==> src/rtl/fix_pkg.sv <==
// Shared constants, state encoding and helpers for the FIX byte front end.
package fix_pkg;

   localparam logic [7:0] SEP = 8'h3B;
   localparam logic [7:0] EQ  = 8'h3D;

   localparam int TAG_W          = 16;
   localparam int MAX_TAG_DIGITS = 5;
   localparam int CKSUM_TAG      = 10;
   // 5 decimal digits reach 99999, one bit wider than the tag port
   localparam int ACC_W          = 17;

   typedef enum logic [1:0] {
      ST_TAG,
      ST_VALUE,
      ST_SKIP
   } state_t;

   localparam logic [1:0] ERR_BAD_CHAR = 2'd1;
   localparam logic [1:0] ERR_TAG_OVF  = 2'd2;
   localparam logic [1:0] ERR_EMPTY    = 2'd3;

   function automatic logic is_digit(input logic [7:0] b);
      return (b >= 8'h30) && (b <= 8'h39);
   endfunction

endpackage

==> src/rtl/fix_cksum_acc.sv <==
// Running mod-256 message sum and decimal checksum-value accumulator.
module fix_cksum_acc
   import fix_pkg::*;
(
   input  logic       clk,
   input  logic       reset,
   input  logic       enable,
   input  logic [7:0] din,
   input  logic       freeze,
   input  logic       digit,
   input  logic       clear,
   output logic       ok
);

   logic [7:0] sum;
   logic [7:0] base;
   logic       frozen;
   logic [9:0] dacc;
   logic [2:0] dcnt;
   logic       bad;

   // base is the sum through the last separator, so the checksum
   // tag digits are never part of the compared value
   always_ff @(posedge clk) begin
      if (reset) begin
         sum    <= '0;
         base   <= '0;
         frozen <= 1'b0;
         dacc   <= '0;
         dcnt   <= '0;
         bad    <= 1'b0;
      end else if (enable) begin
         if (clear) begin
            sum    <= '0;
            base   <= '0;
            frozen <= 1'b0;
            dacc   <= '0;
            dcnt   <= '0;
            bad    <= 1'b0;
         end else begin
            if (!frozen && !freeze) begin
               sum <= sum + din;
               if (din == SEP) base <= sum + din;
            end
            if (freeze) frozen <= 1'b1;
            if (digit) begin
               if (!is_digit(din)) begin
                  bad <= 1'b1;
               end else if (dcnt < 3'd3) begin
                  dacc <= dacc * 10'd10 + {6'd0, din[3:0]};
                  dcnt <= dcnt + 3'd1;
               end else begin
                  dcnt <= 3'd4;
               end
            end
         end
      end
   end

   assign ok = frozen && (dcnt == 3'd3) && !bad && (dacc == {2'b00, base});

endmodule

==> src/rtl/fix_field_splitter.sv <==
// Splits a FIX byte stream into tag numbers, value bytes and field/message strobes.
module fix_field_splitter
   import fix_pkg::*;
(
   input  logic             clk,
   input  logic             reset,
   input  logic             enable,
   input  logic [7:0]       din,
   output logic             tag_valid,
   output logic [TAG_W-1:0] tag,
   output logic             val_valid,
   output logic [7:0]       val_byte,
   output logic             field_end,
   output logic             msg_end,
   output logic             cksum_ok,
   output logic             err,
   output logic [1:0]       err_code
);

   state_t           state;
   logic [ACC_W-1:0] acc;
   logic [2:0]       tcnt;
   logic             vnz;
   logic             is_ck;
   logic             dig;
   logic             ck_freeze;
   logic             ck_digit;
   logic             ck_clear;
   logic             ck_ok;

   assign dig = is_digit(din);

   assign ck_freeze = enable && (state == ST_TAG) && (din == EQ)
                      && (tcnt != 3'd0) && (acc == ACC_W'(CKSUM_TAG));
   assign ck_digit  = enable && (state == ST_VALUE) && is_ck && (din != SEP);
   assign ck_clear  = enable && (state == ST_VALUE) && is_ck && (din == SEP);

   fix_cksum_acc u_cksum (
      .clk    (clk),
      .reset  (reset),
      .enable (enable),
      .din    (din),
      .freeze (ck_freeze),
      .digit  (ck_digit),
      .clear  (ck_clear),
      .ok     (ck_ok)
   );

   always_ff @(posedge clk) begin
      if (reset) begin
         state     <= ST_TAG;
         acc       <= '0;
         tcnt      <= '0;
         vnz       <= 1'b0;
         is_ck     <= 1'b0;
         tag_valid <= 1'b0;
         tag       <= '0;
         val_valid <= 1'b0;
         val_byte  <= '0;
         field_end <= 1'b0;
         msg_end   <= 1'b0;
         cksum_ok  <= 1'b0;
         err       <= 1'b0;
         err_code  <= '0;
      end else begin
         tag_valid <= 1'b0;
         val_valid <= 1'b0;
         field_end <= 1'b0;
         msg_end   <= 1'b0;
         cksum_ok  <= 1'b0;
         err       <= 1'b0;
         if (enable) begin
            unique case (state)
               ST_TAG: begin
                  if (dig) begin
                     if (tcnt == 3'(MAX_TAG_DIGITS)) begin
                        err      <= 1'b1;
                        err_code <= ERR_TAG_OVF;
                        state    <= ST_SKIP;
                     end else begin
                        acc  <= acc * ACC_W'(10) + ACC_W'(din[3:0]);
                        tcnt <= tcnt + 3'd1;
                     end
                  end else if (din == EQ && tcnt != 3'd0) begin
                     tag_valid <= 1'b1;
                     tag       <= acc[TAG_W-1:0];
                     is_ck     <= (acc == ACC_W'(CKSUM_TAG));
                     state     <= ST_VALUE;
                  end else if (din == EQ) begin
                     err      <= 1'b1;
                     err_code <= ERR_EMPTY;
                     state    <= ST_SKIP;
                  end else if (din == SEP) begin
                     err      <= 1'b1;
                     err_code <= ERR_EMPTY;
                     acc      <= '0;
                     tcnt     <= '0;
                  end else begin
                     err      <= 1'b1;
                     err_code <= ERR_BAD_CHAR;
                     state    <= ST_SKIP;
                  end
               end
               ST_VALUE: begin
                  if (din != SEP) begin
                     val_valid <= 1'b1;
                     val_byte  <= din;
                     vnz       <= 1'b1;
                  end else begin
                     if (vnz) begin
                        field_end <= 1'b1;
                        msg_end   <= is_ck;
                        cksum_ok  <= is_ck && ck_ok;
                     end else begin
                        err      <= 1'b1;
                        err_code <= ERR_EMPTY;
                     end
                     acc   <= '0;
                     tcnt  <= '0;
                     vnz   <= 1'b0;
                     is_ck <= 1'b0;
                     state <= ST_TAG;
                  end
               end
               ST_SKIP: begin
                  if (din == SEP) begin
                     acc   <= '0;
                     tcnt  <= '0;
                     state <= ST_TAG;
                  end
               end
               default: state <= ST_TAG;
            endcase
         end
      end
   end

endmodule

==> config.mk <==
export PLATFORM = sky130hd
export DESIGN_NAME = fix_field_splitter
export DESIGN_NICKNAME = d
export VERILOG_FILES = /design/src/rtl/fix_pkg.sv /design/src/rtl/fix_cksum_acc.sv /design/src/rtl/fix_field_splitter.sv
export SDC_FILE = /design/constraint.sdc
export NUM_CORES = 1
export LEC_CHECK = 0
export BUFFER_PORTS_ARGS = -buffer_cell sky130_fd_sc_hd__buf_4
export CAP_MARGIN = 10
export CORE_MARGIN = 2
export CORE_UTILIZATION = 34
export CTS_BUF_LIST = sky130_fd_sc_hd__clkbuf_16
export DETAILED_ROUTE_END_ITERATION = 6
export SKIP_CTS_REPAIR_TIMING = 1
export SLEW_MARGIN = 20
export SYNTH_ARGS = -nofsm -noshare
export SYNTH_HDL_FRONTEND = slang
export SYNTH_SLANG_ARGS = --single-unit
==> constraint.sdc <==
create_clock -name clk -period 5.8 [get_ports clk]
set_input_delay 0.29 -clock clk [delete_from_list [all_inputs] [get_ports clk]]
set_output_delay 0.29 -clock clk [all_outputs]
set_load 0.02 [all_outputs]
---- Yosys cells after proc, flatten, opt, wreduce, memory -nomap -nowiden ----
Index checks and enable logic that the tools add are counted.
W data, S select, Z words.
cells by class
  bitwise gates (word level) .............. 5
  magnitude comparators ................... 3
  muxes and demuxes ....................... 60
  multipliers ............................. 2
  reductions and logical operators ........ 46
  add/subtract/negate cells ............... 5
  equality and inequality tests ........... 20
operator list
  operator                 count
  $mux W17                 6
  $pmux W17 S3             1
  $mux W10                 4
  $mux W8                  5
  $mux W3                  10
  $mux W2                  13
  $add A17 B4 Y17          1
  $eq A17 B4 Y1 const B    1
  $mul A17 B3 Y16 const B  1
  $eq A8 B6 Y1 const B     2
  $mux W1                  16
  $logic_and A1 B1 Y1      15
  $reduce_bool A2 Y1       7
  $reduce_and A3 Y1        4
  $reduce_and A6 Y1        2
  $add A10 B4 Y10          1
  $eq A10 B8 Y1            1
  $mul A10 B3 Y9 const B   1
  $reduce_and A5 Y1        2
  $ne A3 B3 Y1 const B     3
  $pmux W3 S3              1
  $add A8 B8 Y8            1
  $ge A8 B6 Y1 const B     1
  $le A8 B6 Y1 const B     1
  24 further kinds         41
word-level totals
  word-level logic and storage cells ...... 161
  output and inout bits ................... 32
  register bits ........................... 87

---- Depth between registers and ports, before layout ----
Gate-level depths: netlist of run 1.
  depth after elaboration ................. 9
  depth in mapped cells ................... 12
  mapped depth without buffers ............ 12

---- Cells and area by module ----
From an unflattened synthesis of run 1, not the netlist that was laid out.
unflattened totals
  cells, all modules ...................... 634
  area total of the unflattened synthesis .. 5637.9 um^2
modules (own cells, without submodules)
  module              cells an instance  area each (um^2)  times used  sequential area each (um^2)
  fix_field_splitter  395                3534.6            1           1121.1
  fix_cksum_acc       239                2103.3            1           620.6

---- Worst setup path after synthesis of run 1 ----
Ideal clock, no wire load.
  path kind ............................... reg-to-reg
  from .................................... register acc[1]
  to ...................................... register acc[16]
  data required time ...................... 5.705 ns
  library setup time ...................... 0.095 ns
  arrival ................................. 2.920 ns
  slack ................................... 2.784 ns
  period minus slack after synthesis ...... 3.016 ns
  cell stages (with the launch flop) ...... 12
  cell sequence ........................... dfxtp_1 ha_1 ha_1 fa_1 a211oi_1 nor2_1 nor2_1 nand4_1 nor4bb_1 nand4_1 xnor2_1 a221oi_1
between the ends
  word-level cells in the longest chain between the ends .. 5
ends and longest elaborated chain
  element                 line                      text
  from (decl)             fix_field_splitter.sv:21  logic [ACC_W-1:0] acc;
  from (signal assigned)  fix_field_splitter.sv:81  acc <= acc * ACC_W'(10) + ACC_W'(din[3:0]);
  $mul A17 B3 Y16         fix_field_splitter.sv:81
  $add A17 B4 Y17         fix_field_splitter.sv:81
  $mux W17                fix_field_splitter.sv:76  if (tcnt == 3'(MAX_TAG_DIGITS)) begin
  $mux W17                fix_field_splitter.sv:75  if (dig) begin
  $pmux W17 S3            fix_field_splitter.sv:73  unique case (state)
No other way between the ends. The select of a mux whose other input is x is not followed.
A chain may end at the register's enable or synchronous reset.

---- Final worst setup path of run 1 ----
Ends and elaborated chain as after synthesis.

==> results.sh, run 1 <==
export IMPL_outcome="completed"
export IMPL_antenna_left=0
export IMPL_antenna_found_initial=0
export IMPL_rows=45
export IMPL_hpwl_mm=10.09
export IMPL_ys_seq_elements=87
export IMPL_synth_flop_cell="dfxtp_1"
export IMPL_r2r_slack_ns=2.37
export IMPL_finalCriticalPeriod_ns=3.431
export IMPL_cts_tree="built"
export IMPL_maxCapViolCount=0
export IMPL_vias=4632
export IMPL_ioPinCount=43
export IMPL_placed_area_um2=5816
export IMPL_cp_start_kind="flop"
export IMPL_ctsHtreeMaxLevel=3
export IMPL_stdcell_count=877
export IMPL_syn_avg_cell_area_um2=8.436
export IMPL_first_iter_violations=259
export IMPL_setup_viol=0
export IMPL_routabilityCongestion=0.8438
export IMPL_setup_tns_ns=0
export IMPL_clkTransAtPathRegs_ns=0.07
export IMPL_rr_endpoint="acc[16]$_SDFFE_PP0P_"
export IMPL_yosys_warnings=0
export IMPL_drc=0
export IMPL_tightest_slew_ns=0.9819
export IMPL_grt_usage=0.1658
export IMPL_clock_fmax_mhz=291.5
export IMPL_slew_viol_final=0
export IMPL_r2r_start="acc[1]$_SDFFE_PP0P_"
export IMPL_finalClockSkew_ns=0.007494
export IMPL_ir_drop_uv=133.8
export IMPL_drt_wl_total_mm=13.58
export IMPL_drive_above_1_share=0.1021
export IMPL_crit_fanout=5
export IMPL_worstSkewPairLatency_ns=0.34
export IMPL_cp_endpoint="acc[16]$_SDFFE_PP0P_"
export IMPL_rsz0062_at_grt="false"
export IMPL_max_slew_margin=0.3454
export IMPL_synth_area_um2=5331
export IMPL_initial_core_util=0.3494
export IMPL_synthArstFlopShare=0
export IMPL_postLayoutCellArea_um2=6147
export IMPL_antennaDiodeCount=0
export IMPL_whs_ns=0.2203
export IMPL_area_growth_pct=15.30
export IMPL_hold_class="in2reg"
export IMPL_dp_cells=861
export IMPL_synthCells=632
export IMPL_die_area_um2=16700
export IMPL_die_w_um=129.2
export IMPL_drt_wirelength_per_cell_um=15.49
export IMPL_cp_data_required_time_ns=6.05
export IMPL_core_area_um2=15260
export IMPL_cellPowerDensity_nw_per_um2=224.6
export IMPL_die_y_um=129.2
export IMPL_finalCritPeriodShare=0.5915
export IMPL_hold_viol_final=0
export IMPL_grt_pass1_wl_mm=22.07
export IMPL_io_buffers=42
export IMPL_synth_cell_types=58
export IMPL_grt_pass1_vias=4429
export IMPL_grt_max_degree=75
export IMPL_viasPerCell=5.282
export IMPL_grt_overflow=0
export IMPL_drtPass1Iterations=4
export IMPL_reg2regPathDepth=11
export IMPL_arrival_ns=3.68
export IMPL_crit_path_start="acc[1]$_SDFFE_PP0P_"
export IMPL_fin_nets=735
export IMPL_root_buffer="clkbuf_16"
export IMPL_post_route_util=0.4029
export IMPL_path_class="reg2reg"
export IMPL_cts_buffers=9
export IMPL_endpoint_kind="flop"
export IMPL_yosysSeqAreaShare=0.3267
export IMPL_leakage_uw=0.002606
export IMPL_clockBufferDepth=2
export IMPL_clkSinkCount=87
export IMPL_syn_num_nets=706
export IMPL_synth_edff_count=0
==> kinds of logic (layout without fill, tap and decap cells) <==
family,count (synthesis),count (layout),share of synthesized area
simple gates,226,226,0.2075
compound gates,144,144,0.1732
flops,87,87,0.3267
fa+ha+maj,63,63,0.1549
buf+inv,54,88,0.04037
xor+xnor,49,49,0.08050
mux,9,9,0.01690
==> layout by cell type, fill, tap and decap left out, types with 4 or more instances in the layout <==
| master | netlist | routed |
|---|---|---|
| a21o_1 | 8 | 8 |
| ha_1 | 58 | 58 |
| and3_1 | 8 | 8 |
| inv_1 | 28 | 28 |
| or3_1 | 4 | 4 |
| nor2_1 | 60 | 59 |
| nand3_1 | 32 | 32 |
| a21oi_1 | 55 | 55 |
| nor3_1 | 13 | 13 |
| nor3b_1 | 6 | 6 |
| xor2_1 | 19 | 19 |
| clkbuf_16 | 0 | 9 |
| nor2b_1 | 7 | 7 |
| xnor2_1 | 30 | 30 |
| nand3b_1 | 4 | 4 |
| nand2b_1 | 4 | 4 |
| o21ai_0 | 17 | 17 |
| nand4_1 | 6 | 6 |
| nor4_1 | 8 | 8 |
| a211oi_1 | 8 | 8 |
| mux2i_1 | 9 | 9 |
| nand2_1 | 60 | 60 |
| dfxtp_1 | 87 | 87 |
| buf_4 | 0 | 44 |
| fa_1 | 5 | 5 |
| a22oi_1 | 24 | 24 |
==> metrics by stage <==
step / power (uW) / worst slack, ns
4_1_cts: 1397 / 2.372
6_report: 1381 / 2.369
2_1_floorplan: 721.5 / 2.784
3_5_place_dp: 756.4 / 2.381
5_1_grt: 1437 / 2.136
3_3_place_gp: 752.2 / 2.494
==> metal layers <==
layer,track usage,vias to the layer above,part of all wire
met1,0.2213,2192,0.46
li1,-,2311,-
met4,0.04604,0,0.021
met5,0,-,0
met3,0.03551,25,0.050
met2,0.2715,104,0.47
==> critical path: stages (launching register included) <==
cell and delay (ns):
dfxtp_1 0.42, ha_1 0.27, ha_1 0.25, fa_1 0.43
a211oi_1 0.42, nor2_1 0.12, nor2_1 0.25, nand4_1 0.21
nor4bb_1 0.38, nand4_1 0.16, xnor2_1 0.17, a221oi_1 0.25
==> final cells by class <==
cell class	instances	area, um^2
clock buffer	9	225.2
clock inverter	7	103.9
fill	1504	9111
inverter	28	105.1
multi-input combinational	491	3377
sequential	87	1742
tap	211	264.0
timing repair buffer	44	330.3
==> registers in the layout, summed over array words and instances, names as in the netlist <==
signal          count
msg_end             1
is_ck               1
tcnt                3
val_valid           1
vnz                 1
val_byte            8
tag                16
field_end           1
err_code            2
u_cksum.dcnt        3
u_cksum.bad         1
u_cksum.base        8
tag_valid           1
state               2
err                 1
u_cksum.dacc       10
cksum_ok            1
acc                17
u_cksum.frozen      1
u_cksum.sum         8
==> worst min path at each step <==
stage | from | to | slack, ns | depth (start not counted)
after floorplan | reset | field_end$_SDFF_PP0_ | 0.38 | 1
after global placement | val_byte[4]$_SDFFE_PP0P_ | val_byte[4]$_SDFFE_PP0P_ | 0.44 | 2
after detailed placement | tag[9]$_SDFFE_PP0P_ | tag[9]$_SDFFE_PP0P_ | 0.45 | 2
after CTS | din[5] | val_byte[5]$_SDFFE_PP0P_ | 0.21 | 3
after global routing | din[5] | val_byte[5]$_SDFFE_PP0P_ | 0.21 | 3
final | din[5] | val_byte[5]$_SDFFE_PP0P_ | 0.22 | 3
==> report_power, final <==
part           switching [uW]  internal [uW]  leakage (uW)
clock                     254            383      0.000154
combinational            77.2           51.1       0.00175
sequential               7.00            608      0.000703
total                     338           1040       0.00261
==> synthesized netlist by cell type (2+ instances only) <==
master	number	area share
mux2i_1	9	0.017
inv_1	28	0.020
nor2b_1	7	0.0082
nor3b_1	6	0.0084
a21oi_1	55	0.052
nand2_1	60	0.042
nand4_1	6	0.0070
or3_1	4	0.0047
buf_2	4	0.0038
nor3_1	13	0.012
o2111ai_1	2	0.0033
or2_2	2	0.0023
dfxtp_1	87	0.33
clkbuf_1	19	0.013
o21ai_0	17	0.016
nand2b_1	4	0.0047
and3_1	8	0.0094
xor2_1	19	0.031
xnor2_1	30	0.049
o31ai_1	2	0.0028
a21o_1	8	0.011
a31o_2	2	0.0033
a2111oi_0	2	0.0033
nor2_1	60	0.042
fa_1	5	0.019
a22oi_1	24	0.034
nand3_1	32	0.030
nand3b_1	4	0.0056
a221oi_1	3	0.0049
nor4bb_1	2	0.0038
o211ai_1	2	0.0028
and2_1	2	0.0023
o21a_1	3	0.0042
a21boi_0	3	0.0042
ha_1	58	0.14
buf_1	2	0.0014
a211oi_1	8	0.011
nor4_1	8	0.0094
nor4b_1	3	0.0049
No activity file was read; power rests on OpenSTA's default activity.
==> inputs of run 2 (changes only) <==
==> constraint.sdc (replaced) <==
create_clock -name clk -period 3.3 [get_ports clk]
set_input_delay 0.165 -clock clk [delete_from_list [all_inputs] [get_ports clk]]
set_output_delay 0.165 -clock clk [all_outputs]
set_load 0.02 [all_outputs]
==> results.sh, run 2 (synthesis gave the netlist of run 1 again) <==
export IMPL_cp_start_kind="flop"
export IMPL_leakage_uw=0.002711
export IMPL_ioPinCount=43
export IMPL_fin_ws_ns=0.1816
export IMPL_tightest_slew_ns=0.8454
export IMPL_die_y_um=129.2
export IMPL_worst_path_largest_cell_delay_ns=0.41
export IMPL_path_class="reg2reg"
export IMPL_grt_pass1_vias=4625
export IMPL_r2r_slack_ns=0.18
export IMPL_initial_core_util=0.3494
export IMPL_vias=4757
export IMPL_routabilityCongestion=0.8343
export IMPL_outcome="completed"
export IMPL_die_w_um=129.2
export IMPL_cp_cell_sequence="ha_1 > ha_1 > fa_2 > a211oi_4 > o211ai_1 > a31o_2 > a21oi_1 > xnor2_1 > nand4_1 > xnor2_1 > a221oi_1"
export IMPL_maxCapViolCount=0
export IMPL_reg2regPathDepth=11
export IMPL_reg_top3="acc (17), tag (16), u_cksum.dacc (10)"
export IMPL_endpoint_kind="flop"
export IMPL_multi_input_area_um2=3446
export IMPL_grt_max_degree=75
export IMPL_drtPass1Iterations=5
export IMPL_cp_endpoint="acc[16]$_SDFFE_PP0P_"
export IMPL_ctsHtreeMaxLevel=3
export IMPL_place_worst_setup_slack_ns=0.01188
export IMPL_hpwl_mm=10.28
export IMPL_finalClockSkew_ns=0.008107
export IMPL_first_iter_violations=284
export IMPL_grt_usage=0.1682
export IMPL_drive_above_1_share=0.1368
export IMPL_core_area_um2=15260
export IMPL_antennaDiodeCount=0
export IMPL_hold_class="in2reg"
export IMPL_drt_wirelength_per_cell_um=15.36
export IMPL_slowest_stage="dfxtp_1"
export IMPL_finalCritPeriodShare=0.9450
export IMPL_final_common_cell="dfxtp_1"
export IMPL_cts_tree="built"
export IMPL_finalCriticalPeriod_ns=3.118
export IMPL_antenna_left=0
export IMPL_die_area_um2=16700
export IMPL_regMostFlops="acc"
export IMPL_crit_fanout=5
export IMPL_clkTransAtPathRegs_ns=0.07
export IMPL_worstSkewPairLatency_ns=0.34
export IMPL_p_total_uw=2403
export IMPL_rr_endpoint="acc[16]$_SDFFE_PP0P_"
export IMPL_clock_fmax_mhz=320.7
export IMPL_setup_tns_ns=0
export IMPL_layout_common_cells="dfxtp_1, nand2_1, nor2_1, ha_1, buf_4"
export IMPL_grt_pass1_wl_mm=22.59
export IMPL_viasPerCell=5.339
export IMPL_ir_drop_uv=262.8
export IMPL_rows=45
export IMPL_io_buffers=42
export IMPL_cellPowerDensity_nw_per_um2=380.2
export IMPL_drc=0
export IMPL_area_growth_pct=18.54
export IMPL_cp_data_required_time_ns=3.53
export IMPL_drt_wl_total_mm=13.69
export IMPL_cts_buffers=9
export IMPL_clkSinkCount=87
export IMPL_hold_viol_final=0
export IMPL_nFillCells=1565
export IMPL_setup_viol=0
export IMPL_fin_nets=749
export IMPL_slew_viol_final=0
export IMPL_arrival_ns=3.35
export IMPL_crit_path_start="acc[3]$_SDFFE_PP0P_"
export IMPL_root_buffer="clkbuf_16"
export IMPL_seq_area_um2=1748
export IMPL_clockBufferDepth=2
export IMPL_max_slew_margin=0.4364
export IMPL_largest_reg_flops=17
export IMPL_antenna_found_initial=0
export IMPL_r2r_start="acc[3]$_SDFFE_PP0P_"
export IMPL_grt_overflow=0
export IMPL_post_route_util=0.4142
-- run 2: cell types whose count changed in the layout (fill, tap and decap cells not counted), moves of 2 or more --
cell,change
buf_4,+14
dfxtp_2,+5
a2111oi_0,-2
dfxtp_1,-5
a211oi_1,-2
-- run 2: critical path: cells and delay by family, from the launching register on --
kind                       cells  cell delay (ns)
AOI/OAI and AO/OA              5             1.15
xor gates and xnor gates       2             0.38
adders and majority gates      3             0.91
DFF                            1             0.41
and+or+nand+nor                1             0.16
-- run 2: layout make-up --
| cell class | instances | share of cell area |
|---|---|---|
| multi-input cells | 491 | 0.5452 |
| clock buffers | 9 | 0.03564 |
| inverters | 28 | 0.01663 |
| flip-flops and latches | 87 | 0.2766 |
| well taps | 211 | 0.04177 |
| clock inverters | 7 | 0.01524 |
| repair buffers | 58 | 0.06890 |
-- run 2: power breakdown --
part	internal [uW]	switching [uW]	total (uW)
Combinational	90.8	136	227
Clock	664	430	1090
Sequential	1070	12.0	1080
-- run 2: metrics by stage --
| stage | area, um^2 | instances | hold slack, ns |
|---|---|---|---|
| after detailed placement | 5921 | 875 | 0.4522 |
| after floorplan | 5331 | 632 | 0.2519 |
| after global routing | 6320 | 891 | 0.09612 |
| after CTS | 6242 | 891 | 0.08645 |
| after global placement | 5921 | 875 | 0.4448 |
| final | 6320 | 891 | 0.09918 |
-- run 2: worst min-delay path by stage --
stage	startpoint	depth (start not counted)	end	slack, ns
3_3_place_gp	din[6]	3	val_byte[6]$_SDFFE_PP0P_	0.44
5_1_grt	din[7]	3	val_byte[7]$_SDFFE_PP0P_	0.1
6_report	din[5]	3	val_byte[5]$_SDFFE_PP0P_	0.1
2_1_floorplan	reset	1	field_end$_SDFF_PP0_	0.25
4_1_cts	din[5]	3	val_byte[5]$_SDFFE_PP0P_	0.09
3_5_place_dp	din[5]	3	val_byte[5]$_SDFFE_PP0P_	0.45
-- run 2: routing by layer --
metal  routed length, um  vias up  global-route usage
met5                   0        -                   0
met4                 176        0             0.04284
met3                 561       22             0.03386
met2                6402      107              0.2749
met1                6545     2281              0.2278
li1                    -     2347                   -
==> inputs of run 3 (changes only) <==
--- a/config.mk
+++ b/config.mk
@@ -11,6 +11,7 @@
 export CORE_UTILIZATION = 34
 export CTS_BUF_LIST = sky130_fd_sc_hd__clkbuf_16
 export DETAILED_ROUTE_END_ITERATION = 6
+export PLACE_DENSITY_LB_ADDON = 0.05
 export SKIP_CTS_REPAIR_TIMING = 1
 export SLEW_MARGIN = 20
 export SYNTH_ARGS = -nofsm -noshare
==> results.sh, run 3 (synthesis gave the netlist of run 1 again) <==
export IMPL_outcome="completed"
export IMPL_swShare=0.2381
export IMPL_intPower_uw=1818
export IMPL_power_switching_uw=568.2
export IMPL_routabilityCongestion=0.8126
export IMPL_area_growth_pct=18.42
export IMPL_grt_pass1_wl_mm=23.76
export IMPL_initial_core_util=0.3494
export IMPL_finalClockSkew_ns=0.01108
export IMPL_ir_drop_uv=228.6
export IMPL_regMostFlops="acc"
export IMPL_clockBufferDepth=2
export IMPL_power_frac_clock=0.451
export IMPL_hold_viol_final=0
export IMPL_seqPwrFrac=0.453
export IMPL_endpoint_kind="flop"
export IMPL_finalCritPeriodShare=0.9350
export IMPL_die_y_um=129.2
export IMPL_antenna_left=0
export IMPL_viasPerCell=5.223
export IMPL_clock_fmax_mhz=324.1
export IMPL_crit_fanout=5
export IMPL_crit_path_start="acc[1]$_SDFFE_PP0P_"
export IMPL_drc=0
export IMPL_drt_wl_total_mm=14.43
export IMPL_grt_pass1_vias=4670
export IMPL_grt_usage=0.1811
export IMPL_core_area_um2=15260
export IMPL_drtPass1Iterations=4
export IMPL_cp_start_kind="flop"
export IMPL_layout_common_cells="dfxtp_1, buf_4, nand2_1, nor2_1, ha_1"
export IMPL_cellPowerDensity_nw_per_um2=378.0
export IMPL_reg_top3="acc (17), tag (16), u_cksum.dacc (10)"
export IMPL_finalCriticalPeriod_ns=3.086
export IMPL_vias=4675
export IMPL_clkTransAtPathRegs_ns=0.07
export IMPL_ctsHtreeMaxLevel=3
export IMPL_drive_above_1_share=0.1345
export IMPL_antennaDiodeCount=0
export IMPL_final_common_cell="dfxtp_1"
export IMPL_first_iter_violations=262
export IMPL_io_buffers=42
export IMPL_rows=45
export IMPL_setup_viol=0
export IMPL_max_slew_margin=0.4427
export IMPL_path_class="reg2reg"
export IMPL_combPwrFrac=0.096
export IMPL_ioPinCount=43
export IMPL_worstSkewPairLatency_ns=0.34
export IMPL_antenna_found_initial=0
export IMPL_cp_data_required_time_ns=3.55
export IMPL_post_route_util=0.4138
export IMPL_largest_reg_flops=17
export IMPL_reg2regPathDepth=10
export IMPL_rsz0062_at_grt="false"
export IMPL_arrival_ns=3.33
export IMPL_hpwl_mm=10.74
export IMPL_root_buffer="clkbuf_16"
export IMPL_r2r_slack_ns=0.21
export IMPL_stdcell_count=895
export IMPL_dp_cells=879
export IMPL_slew_viol_final=0
export IMPL_fin_nets=753
export IMPL_die_area_um2=16700
export IMPL_grt_overflow=0
export IMPL_cp_endpoint="acc[16]$_SDFFE_PP0P_"
export IMPL_die_w_um=129.2
export IMPL_maxCapViolCount=0
export IMPL_rr_endpoint="acc[16]$_SDFFE_PP0P_"
export IMPL_cts_tree="built"
export IMPL_leakage_uw=0.002705
export IMPL_grt_max_degree=75
export IMPL_clkSinkCount=87
export IMPL_cts_buffers=9
export IMPL_hold_class="in2reg"
export IMPL_tightest_slew_ns=0.8360
export IMPL_r2r_start="acc[1]$_SDFFE_PP0P_"
export IMPL_drt_wirelength_per_cell_um=16.12
[run 3: stage by stage]
step	area [um^2]	setup slack (ns)	power, uW	setup TNS (ns)	hold WS [ns]
3_3_place_gp	5951	0.08539	1332	0	0.4445
6_report	6314	0.2144	2387	0	0.1105
4_1_cts	6265	-0.06681	2417	-0.06681	0.1019
5_1_grt	6314	0.02266	2495	0	0.1102
3_5_place_dp	5951	-0.004309	1336	-0.004309	0.4523
2_1_floorplan	5331	0.2842	1268	0	0.2519
[run 3: area by class of cell]
class                      count  area (um^2)
multi-input combinational    491         3420
sequential                    87         1745
timing repair buffer          62        465.4
clock inverter                 7        88.84
fill                        1586         8945
tap                          211        264.0
clock buffer                   9        225.2
inverter                      28        105.1
[run 3: layer usage]
metal	vias up	GRT usage	share of wire
li1	2359	-	-
met5	-	0	0
met4	0	0.04028	0.0078
met2	58	0.3087	0.49
met3	10	0.03881	0.032
met1	2248	0.2354	0.47
[run 3: how the worst min path moves through the flow]
stage / startpoint / endpoint / slack (ns) / cells past startpoint
3_3_place_gp: val_byte[4]$_SDFFE_PP0P_ / val_byte[4]$_SDFFE_PP0P_ / 0.44 / 2
3_5_place_dp: tag[6]$_SDFFE_PP0P_ / tag[6]$_SDFFE_PP0P_ / 0.45 / 2
2_1_floorplan: reset / field_end$_SDFF_PP0_ / 0.25 / 1
4_1_cts: din[7] / val_byte[7]$_SDFFE_PP0P_ / 0.10 / 3
6_report: din[7] / val_byte[7]$_SDFFE_PP0P_ / 0.11 / 3
5_1_grt: din[7] / val_byte[7]$_SDFFE_PP0P_ / 0.11 / 3
[run 3: power by group through the flow]
stage	sequential, uW	combinational (uW)	clock (uW)
6_report	1080	229	1080
5_1_grt	1080	257	1150
4_1_cts	1080	231	1100
3_5_place_dp	1110	230	0
3_3_place_gp	1100	227	0
2_1_floorplan	1110	162	0
[run 3: critical path, stage by stage (launching register included)]
cell,delay (ns)
dfxtp_2,0.35
ha_1,0.29
ha_1,0.24
fa_1,0.55
nand2_1,0.12
nor4_4,0.33
nand4_1,0.19
nor4bb_2,0.37
nand4_1,0.16
xnor2_1,0.17
a221oi_2,0.21
